$ cat config.mk
export PLATFORM = sky130hd
export DESIGN_NAME = rns_forward_conv
export DESIGN_NICKNAME = d
export VERILOG_FILES = /design/src/rtl/rns_pkg.sv /design/src/rtl/mod_2k1_reduce.sv /design/src/rtl/rns_forward_conv.sv
export SDC_FILE = /design/constraint.sdc
export NUM_CORES = 1
export LEC_CHECK = 0
export BUFFER_PORTS_ARGS = -buffer_cell sky130_fd_sc_hd__buf_2
export CAP_MARGIN = 20
export CELL_PAD_IN_SITES_DETAIL_PLACEMENT = 0
export CELL_PAD_IN_SITES_GLOBAL_PLACEMENT = 1
export CORE_MARGIN = 2
export CORE_UTILIZATION = 44
export DETAILED_ROUTE_END_ITERATION = 16
export PLACE_DENSITY = 0.82
export SETUP_SLACK_MARGIN = 0.5
export SYNTH_ARGS = -nofsm -noshare
export SYNTH_HDL_FRONTEND = slang
export SYNTH_SLANG_ARGS = --single-unit
$ cat constraint.sdc
create_clock -name clk -period 3.9 [get_ports clk]
set_input_delay 0.585 -clock clk [delete_from_list [all_inputs] [get_ports clk]]
set_output_delay 0.585 -clock clk [all_outputs]
set_load 0.05 [all_outputs]
$ cat src/rtl/rns_pkg.sv
// Shared constants and residue types for the {32, 31, 63} residue number system.
package rns_pkg;

  localparam int RNS_N     = 5;
  localparam int M1        = 32;
  localparam int M2        = 31;
  localparam int M3        = 63;
  localparam int DYN_RANGE = 62496;

  typedef logic [RNS_N-1:0] res5_t;
  typedef logic [RNS_N:0]   res6_t;

endpackage

$ cat src/rtl/mod_2k1_reduce.sv
// Combinational reduction of a fold sum modulo 2^K-1: two end-around folds,
// then the all-ones pattern (congruent to zero) is mapped to 0.
module mod_2k1_reduce #(
  parameter int K = 5,
  parameter int W = 7
) (
  input  logic [W-1:0] v,
  output logic [K-1:0] r
);

  localparam int W1 = K + 1;

  logic [K:0]   hi;
  logic [K:0]   fold1;
  logic [K-1:0] fold2;

  // After the first fold the carry is at most a few units, so the second
  // fold always fits back in K bits.
  assign hi    = W1'(v[W-1:K]);
  assign fold1 = {1'b0, v[K-1:0]} + hi;
  assign fold2 = fold1[K-1:0] + K'(fold1[K]);
  assign r     = (fold2 == {K{1'b1}}) ? '0 : fold2;

endmodule

$ cat src/rtl/rns_forward_conv.sv
// Two-stage valid/ready binary-to-residue converter for moduli {32, 31, 63}.
// Optional range check on the operand is enabled by RNS_FWD_RANGE_CHK_EN.
module rns_forward_conv
  import rns_pkg::*;
(
  input  logic        clk,
  input  logic        rst_n,
  input  logic        in_valid,
  output logic        in_ready,
  input  logic [15:0] in_x,
  output logic        out_valid,
  input  logic        out_ready,
  output logic [4:0]  r1,
  output logic [4:0]  r2,
  output logic [5:0]  r3
`ifdef RNS_FWD_RANGE_CHK_EN
  ,
  output logic        out_err
`endif
);

  logic       s1_valid;
  res5_t      s1_r1;
  logic [6:0] s1_s31;
  logic [7:0] s1_s63;
  logic       s1_load;
  logic       s2_load;
  logic [6:0] s31;
  logic [7:0] s63;
  res5_t      red31;
  res6_t      red63;

  assign s2_load  = s1_valid && (!out_valid || out_ready);
  assign in_ready = rst_n && (!s1_valid || !out_valid || out_ready);
  assign s1_load  = in_valid && in_ready;

  // Weights 2^5 = 1 (mod 31) and 2^6 = 1 (mod 63) let each chunk simply add.
  assign s31 = 7'(in_x[4:0]) + 7'(in_x[9:5]) + 7'(in_x[14:10]) + 7'(in_x[15]);
  assign s63 = 8'(in_x[5:0]) + 8'(in_x[11:6]) + 8'(in_x[15:12]);

  always_ff @(posedge clk or negedge rst_n) begin
    if (!rst_n) begin
      s1_valid <= 1'b0;
      s1_r1    <= '0;
      s1_s31   <= '0;
      s1_s63   <= '0;
    end else begin
      if (s1_load) begin
        s1_valid <= 1'b1;
        s1_r1    <= in_x[4:0];
        s1_s31   <= s31;
        s1_s63   <= s63;
      end else if (s2_load) begin
        s1_valid <= 1'b0;
      end
    end
  end

  mod_2k1_reduce #(.K(5), .W(7)) u_red31 (
    .v (s1_s31),
    .r (red31)
  );

  mod_2k1_reduce #(.K(6), .W(8)) u_red63 (
    .v (s1_s63),
    .r (red63)
  );

  always_ff @(posedge clk or negedge rst_n) begin
    if (!rst_n) begin
      out_valid <= 1'b0;
      r1        <= '0;
      r2        <= '0;
      r3        <= '0;
    end else begin
      if (s2_load) begin
        out_valid <= 1'b1;
        r1        <= s1_r1;
        r2        <= red31;
        r3        <= red63;
      end else if (out_ready) begin
        out_valid <= 1'b0;
      end
    end
  end

`ifdef RNS_FWD_RANGE_CHK_EN
  localparam logic [15:0] X_MAX = 16'(DYN_RANGE - 1);

  logic s1_err;

  // The flag travels with its operand so it always lines up with the residues.
  always_ff @(posedge clk or negedge rst_n) begin
    if (!rst_n) begin
      s1_err  <= 1'b0;
      out_err <= 1'b0;
    end else begin
      if (s1_load) begin
        s1_err <= (in_x > X_MAX);
      end
      if (s2_load) begin
        out_err <= s1_err;
      end
    end
  end
`endif

endmodule

### Word-level counts from Yosys, hierarchy flattened

Index checks and enable logic that the tools add are counted.

| operators by class | value |
|---|---|
| add/subtract/negate cells | 9 |
| multipliers | 0 |
| div/mod/pow operators | 0 |
| $lt $le $gt $ge | 0 |
| equality and inequality tests | 2 |
| shift operators | 0 |
| muxes and demuxes | 6 |
| bitwise gates (word level) | 0 |
| reduce and logical (&&, ||, !) cells | 10 |

Operator list:

| operator | number |
|---|---|
| $add A7 B4 Y8 | 1 |
| $add A6 B2 Y7 | 1 |
| $add A6 B5 Y7 | 1 |
| $add A6 B6 Y7 | 1 |
| $add A7 B1 Y7 | 1 |
| $add A5 B2 Y6 | 1 |
| $add A5 B5 Y6 | 1 |
| $add A6 B1 Y6 | 1 |
| $eq A6 B6 Y1 const B | 1 |
| $mux W6 | 1 |
| $add A5 B1 Y5 | 1 |
| $eq A5 B5 Y1 const B | 1 |
| $mux W5 | 1 |
| $mux W1 | 4 |
| $reduce_bool A2 Y1 | 2 |
| $logic_and A1 B1 Y1 | 3 |
| $logic_or A1 B1 Y1 | 3 |
| $logic_not A1 Y1 | 2 |

| storage, ports and cells | value |
|---|---|
| register bits | 38 |
| bits in latches | 0 |
| memory bits (writable) | 0 |
| memory bits (read-only) | 0 |
| word-level logic and storage cells | 35 |
| memories | 0 |

### Longest topological paths before layout

| logic depth | value |
|---|---|
| depth in word-level cells | 6 |
| gate-level depth with buffers | 12 |

### Hierarchy

A second synthesis with hierarchy kept.

| second synthesis, totals | value |
|---|---|
| cells, all modules | 269 |
| area, all modules | 2872.8 um^2 |

Modules (own cells, without submodules):

| module | times used | cells an instance | area an instance (um^2) |
|---|---|---|---|
| rns_forward_conv | 1 | 180 | 2165.8 |
| mod_2k1_reduce (u_red63) | 1 | 58 | 431.7 |
| mod_2k1_reduce (u_red31) | 1 | 31 | 275.3 |

### Worst setup path after synthesis

No wires, ideal clock.

| timing | value |
|---|---|
| path kind | register to register |
| start point | register s1_s63[0] |
| end point | register r3[3] |
| library setup time | 0.136 ns |
| arrival | 2.620 ns |
| path slack | 1.144 ns |
| cell stages (with the launch flop) | 13 |
| clock period less this slack | 2.756 ns |
| path through | dfrtp_1 ha_1 fa_1 nand2_1 nor2_1 ha_1 ha_1 maj3_1 o22ai_1 nand4_1 nor2_1 nor2b_4 o31ai_1 |

| on the way | value |
|---|---|
| longest elaborated chain between the ends | 4 |

RTL lines:

| item | line | RTL |
|---|---|---|
| start: declaration | rns_forward_conv.sv:25 | `logic [7:0] s1_s63;` |
| start signal: assignment | rns_forward_conv.sv:46 | `s1_s63 <= '0;` |
| start signal: assignment | rns_forward_conv.sv:52 | `s1_s63 <= s63;` |
| $add A6 B2 Y7 (*) | mod_2k1_reduce.sv:20 | `assign fold1 = {1'b0, v[K-1:0]} + hi;` |
| $add A6 B1 Y6 (*) | mod_2k1_reduce.sv:21 | `assign fold2 = fold1[K-1:0] + K'(fold1[K]);` |
| $eq A6 B6 Y1 | mod_2k1_reduce.sv:22 | `assign r = (fold2 == {K{1'b1}}) ? '0 : fold2;` |
| $mux W6 (*) | mod_2k1_reduce.sv:22 |  |
| end signal: assignment | rns_forward_conv.sv:80 | `r3 <= red63;` |
| end: declaration | rns_forward_conv.sv:15 | `output logic [5:0] r3` |

Every way passes the cells marked *; elsewhere a longest branch is shown, timed or not.
A chain may end at the register's enable or synchronous reset.

### Final worst setup path

Same ends and word-level chain as after synthesis.

==> results.md <==
- Die width: ~80 µm
- Initial antenna violation count: 0
- Count of different cell masters after synthesis: 42
- Final hold violation count: 0
- Synth Cell Area: about 2500 µm²
- Worst-path clk slew: 0.07 ns
- Vias in the first global route: between 1500 and 2000
- Critical Path RT: 4.04 ns
- # fillers: 525
- # IOs: 38
- Hpwl dp: 3650 µm
- DRC viols: 0
- Worst-Margin Slew: 0.980 ns
- Hold-fix buffers, CTS: 0
- Via count: between 1500 and 2000
- Core region area: about 5500 µm²
- CP arrival: 3.12 ns
- Status: completed
- Clock buffer count from CTS: 5
- Layout overhead on the synthesized area: 13.0%
- WHS: 0.348 ns
- Gr usage total: 16.3%
- Setup TNS: 0 ns
- Async set or reset register ratio after synthesis: 100%
- Syn nets: 303
- Final setup violation count: 0
- Antenna cells: 0
- Synth warn: 0
- P per Cell Area: 603 nW/µm²
- Total power: 0.00171 W
- Cells after synthesis: 250
- Clock skew: 0.00332 ns
- CTS root buffer: clkbuf_8
- Minimum clock period: between 2 and 3 ns
- RSZ-0062 raised after global routing: no
- DRT iter0 DRCs: 86
- Placed insts: 351
- Yosys top cell by area: dfrtp_1
- Die area: between 6000 and 7000 µm²
- Post-Syn Area per Cell: 10.1 µm²
- F_max: 335 MHz
- Startpoint Class: flop
- Gpl congestion: 0.888
- Max-Cap Viols: 0
- Clk Latency, worst-skew pair: between 0.2 and 0.3 ns
- Total routed wirelength: roughly 4500 µm
- Routed Antenna Nets: 0
- Final Cycle Share: 76.5%
- Main flop type after synthesis: dfrtp_1
- Largest net degree at the start of global routing: 39
- CTS tree: done
- First-pass GRT wire length: around 8100 µm
- Gr ovfl total: 0
- # nets final: 339
- CTS H-tree depth: 2
- Share of post-route cells with drive strength above 1: about 20%
- Post-CTS resize count: 0
- Clock tree sinks: 38
- Yosys reg bits: 38
- Core Rows: 27
- Pins Over Slew Limit: 0
- Via density per instance: 5.02
- Die Y: 79.6 µm
- P_leak: around 1.4 nW
- Setup crit end kind: flop
- CP Max Fanout: 6
- WS Path Type: flop to flop
- Top cell type's share of synthesized area: 37.8%
- Post-synth EDFFs: 0
- Max IR drop VDD: 0.000251 V
- Setup Buffers After CTS: 0
- Starting Density: between 40 and 50%
- First drt pass iteration count: 4
- Seq/Total Area, Yosys: 37.8%
- IO Port Bufs: 37
- Slew headroom: approximately a third
- Synth area leaders: dfrtp_1 38%, fa_1 10%, ha_1 10%
- Bufs on Longest Clock Path: 2
- Hold/Removal Path Class: input port to async pin
- Non-Filler Instances: 359
- Routed wire length per instance: 12.6 µm
flip-flops by register name, summed over array words and instances, names as in the netlist:
register	count
s1_valid	1
r2	5
r3	6
r1	5
s1_s63	8
s1_r1	5
out_valid	1
s1_s31	7
metal layers:
layer / track usage, % / share of wire (%) / wire, µm / up-vias
li1: - / - / - / 916
met1: 23.8 / 53 / 2370 / 846
met2: 24.5 / 42 / 1910 / 36
met3: 2.04 / 3.6 / 163 / 5
met4: 6.72 / 1.5 / 69 / 0
met5: 0 / 0 / 0 / -
power breakdown:
| part | leakage [nW] | total (W) | switching (W) | internal, W |
|---|---|---|---|---|
| Sequential | 0.471 | 0.000623 | 0.000105 | 0.000518 |
| Clock | 0.0482 | 0.000273 | 0.000130 | 0.000143 |
| Combinational | 0.841 | 0.000816 | 0.000528 | 0.000288 |
| Total | 1.36 | 0.00171 | 0.000763 | 0.000949 |
cell usage in the layout (no fill, tap or decap), types with 3 or more instances in the layout:
cell / Yosys / routed
nand2_1: 52 / 52
o21ai_1: 4 / 4
nor2b_1: 3 / 3
nor2_1: 9 / 9
a21oi_1: 13 / 13
dfrtp_1: 38 / 38
ha_1: 20 / 20
inv_1: 8 / 8
nand2b_1: 5 / 5
nand3_1: 5 / 5
mux2_2: 8 / 8
nor3_1: 3 / 3
fa_1: 13 / 13
xor2_1: 8 / 8
buf_2: 1 / 37
o21ai_0: 16 / 16
clkbuf_8: 0 / 6
xnor2_1: 7 / 7
cell type report:
type | count | area, µm² | share of cell area (%)
well taps | 72 | 90.1 | 3.17
repair buffers | 38 | 193 | 6.78
clock buffers | 7 | 86.3 | 3.04
flip-flops and latches | 38 | 951 | 33.5
inverters | 8 | 30.0 | 1.06
clock inverters | 1 | 5.00 | 0.176
multi-input cells | 195 | 1490 | 52.3
synth_stat cells (all sizes together) (6+ instances only):
cell type / n
ha: 20
xnor2: 8
xor2: 8
mux2: 8
clkbuf: 6
a21oi: 14
inv: 8
nand2: 52
fa: 13
nor2: 9
o21ai: 20
dfrtp: 38
cells by family after synthesis:
family | count (synthesis) | synth area share (%)
flip-flops | 38 | 37.8
AND/OR/NAND/NOR | 87 | 15.9
buffers and inverters | 17 | 3.04
AO/OA/AOI/OAI | 47 | 10.9
XOR/XNOR | 18 | 7.67
multiplexers | 9 | 3.98
adder cells (fa/ha/maj) | 34 | 20.7
worst max-delay path, cell delays in order, from the launching register on:
cell,delay [ns]
dfrtp_1,0.39
ha_1,0.23
fa_1,0.50
nand2_1,0.13
nor2_1,0.06
ha_1,0.22
ha_1,0.25
maj3_1,0.36
o22ai_1,0.15
nand4_1,0.10
nor2_1,0.14
nor2b_4,0.22
o31ai_1,0.09
path summary, 6_finish.rpt:
kind                       depth (start not counted)  slack (ns)  startpoint  endpoint
setup / recovery                                  12        0.92   s1_s63[0]     r3[3]
hold / removal                                     2        0.35       rst_n  s1_valid
setup reg to reg                                  12        0.92   s1_s63[0]     r3[3]
hold reg to reg                                    2        0.47       r1[0]     r1[0]
max in group asynchronous                          2        3.22       rst_n     r1[2]
min in group clk                                   2        0.47       r1[0]     r1[0]
through the flow:
step / area (µm²) / setup WS (ns) / util (%)
after floorplan: 2510 / 1.14 / -
after global placement: 2750 / 1.00 / 49.9
after detailed placement: 2750 / 0.921 / 49.9
after CTS: 2840 / 0.907 / 51.6
after global routing: 2840 / 0.677 / 51.6
final: 2840 / 0.917 / 51.6
Note: power is estimated with default switching activity, not from simulation.
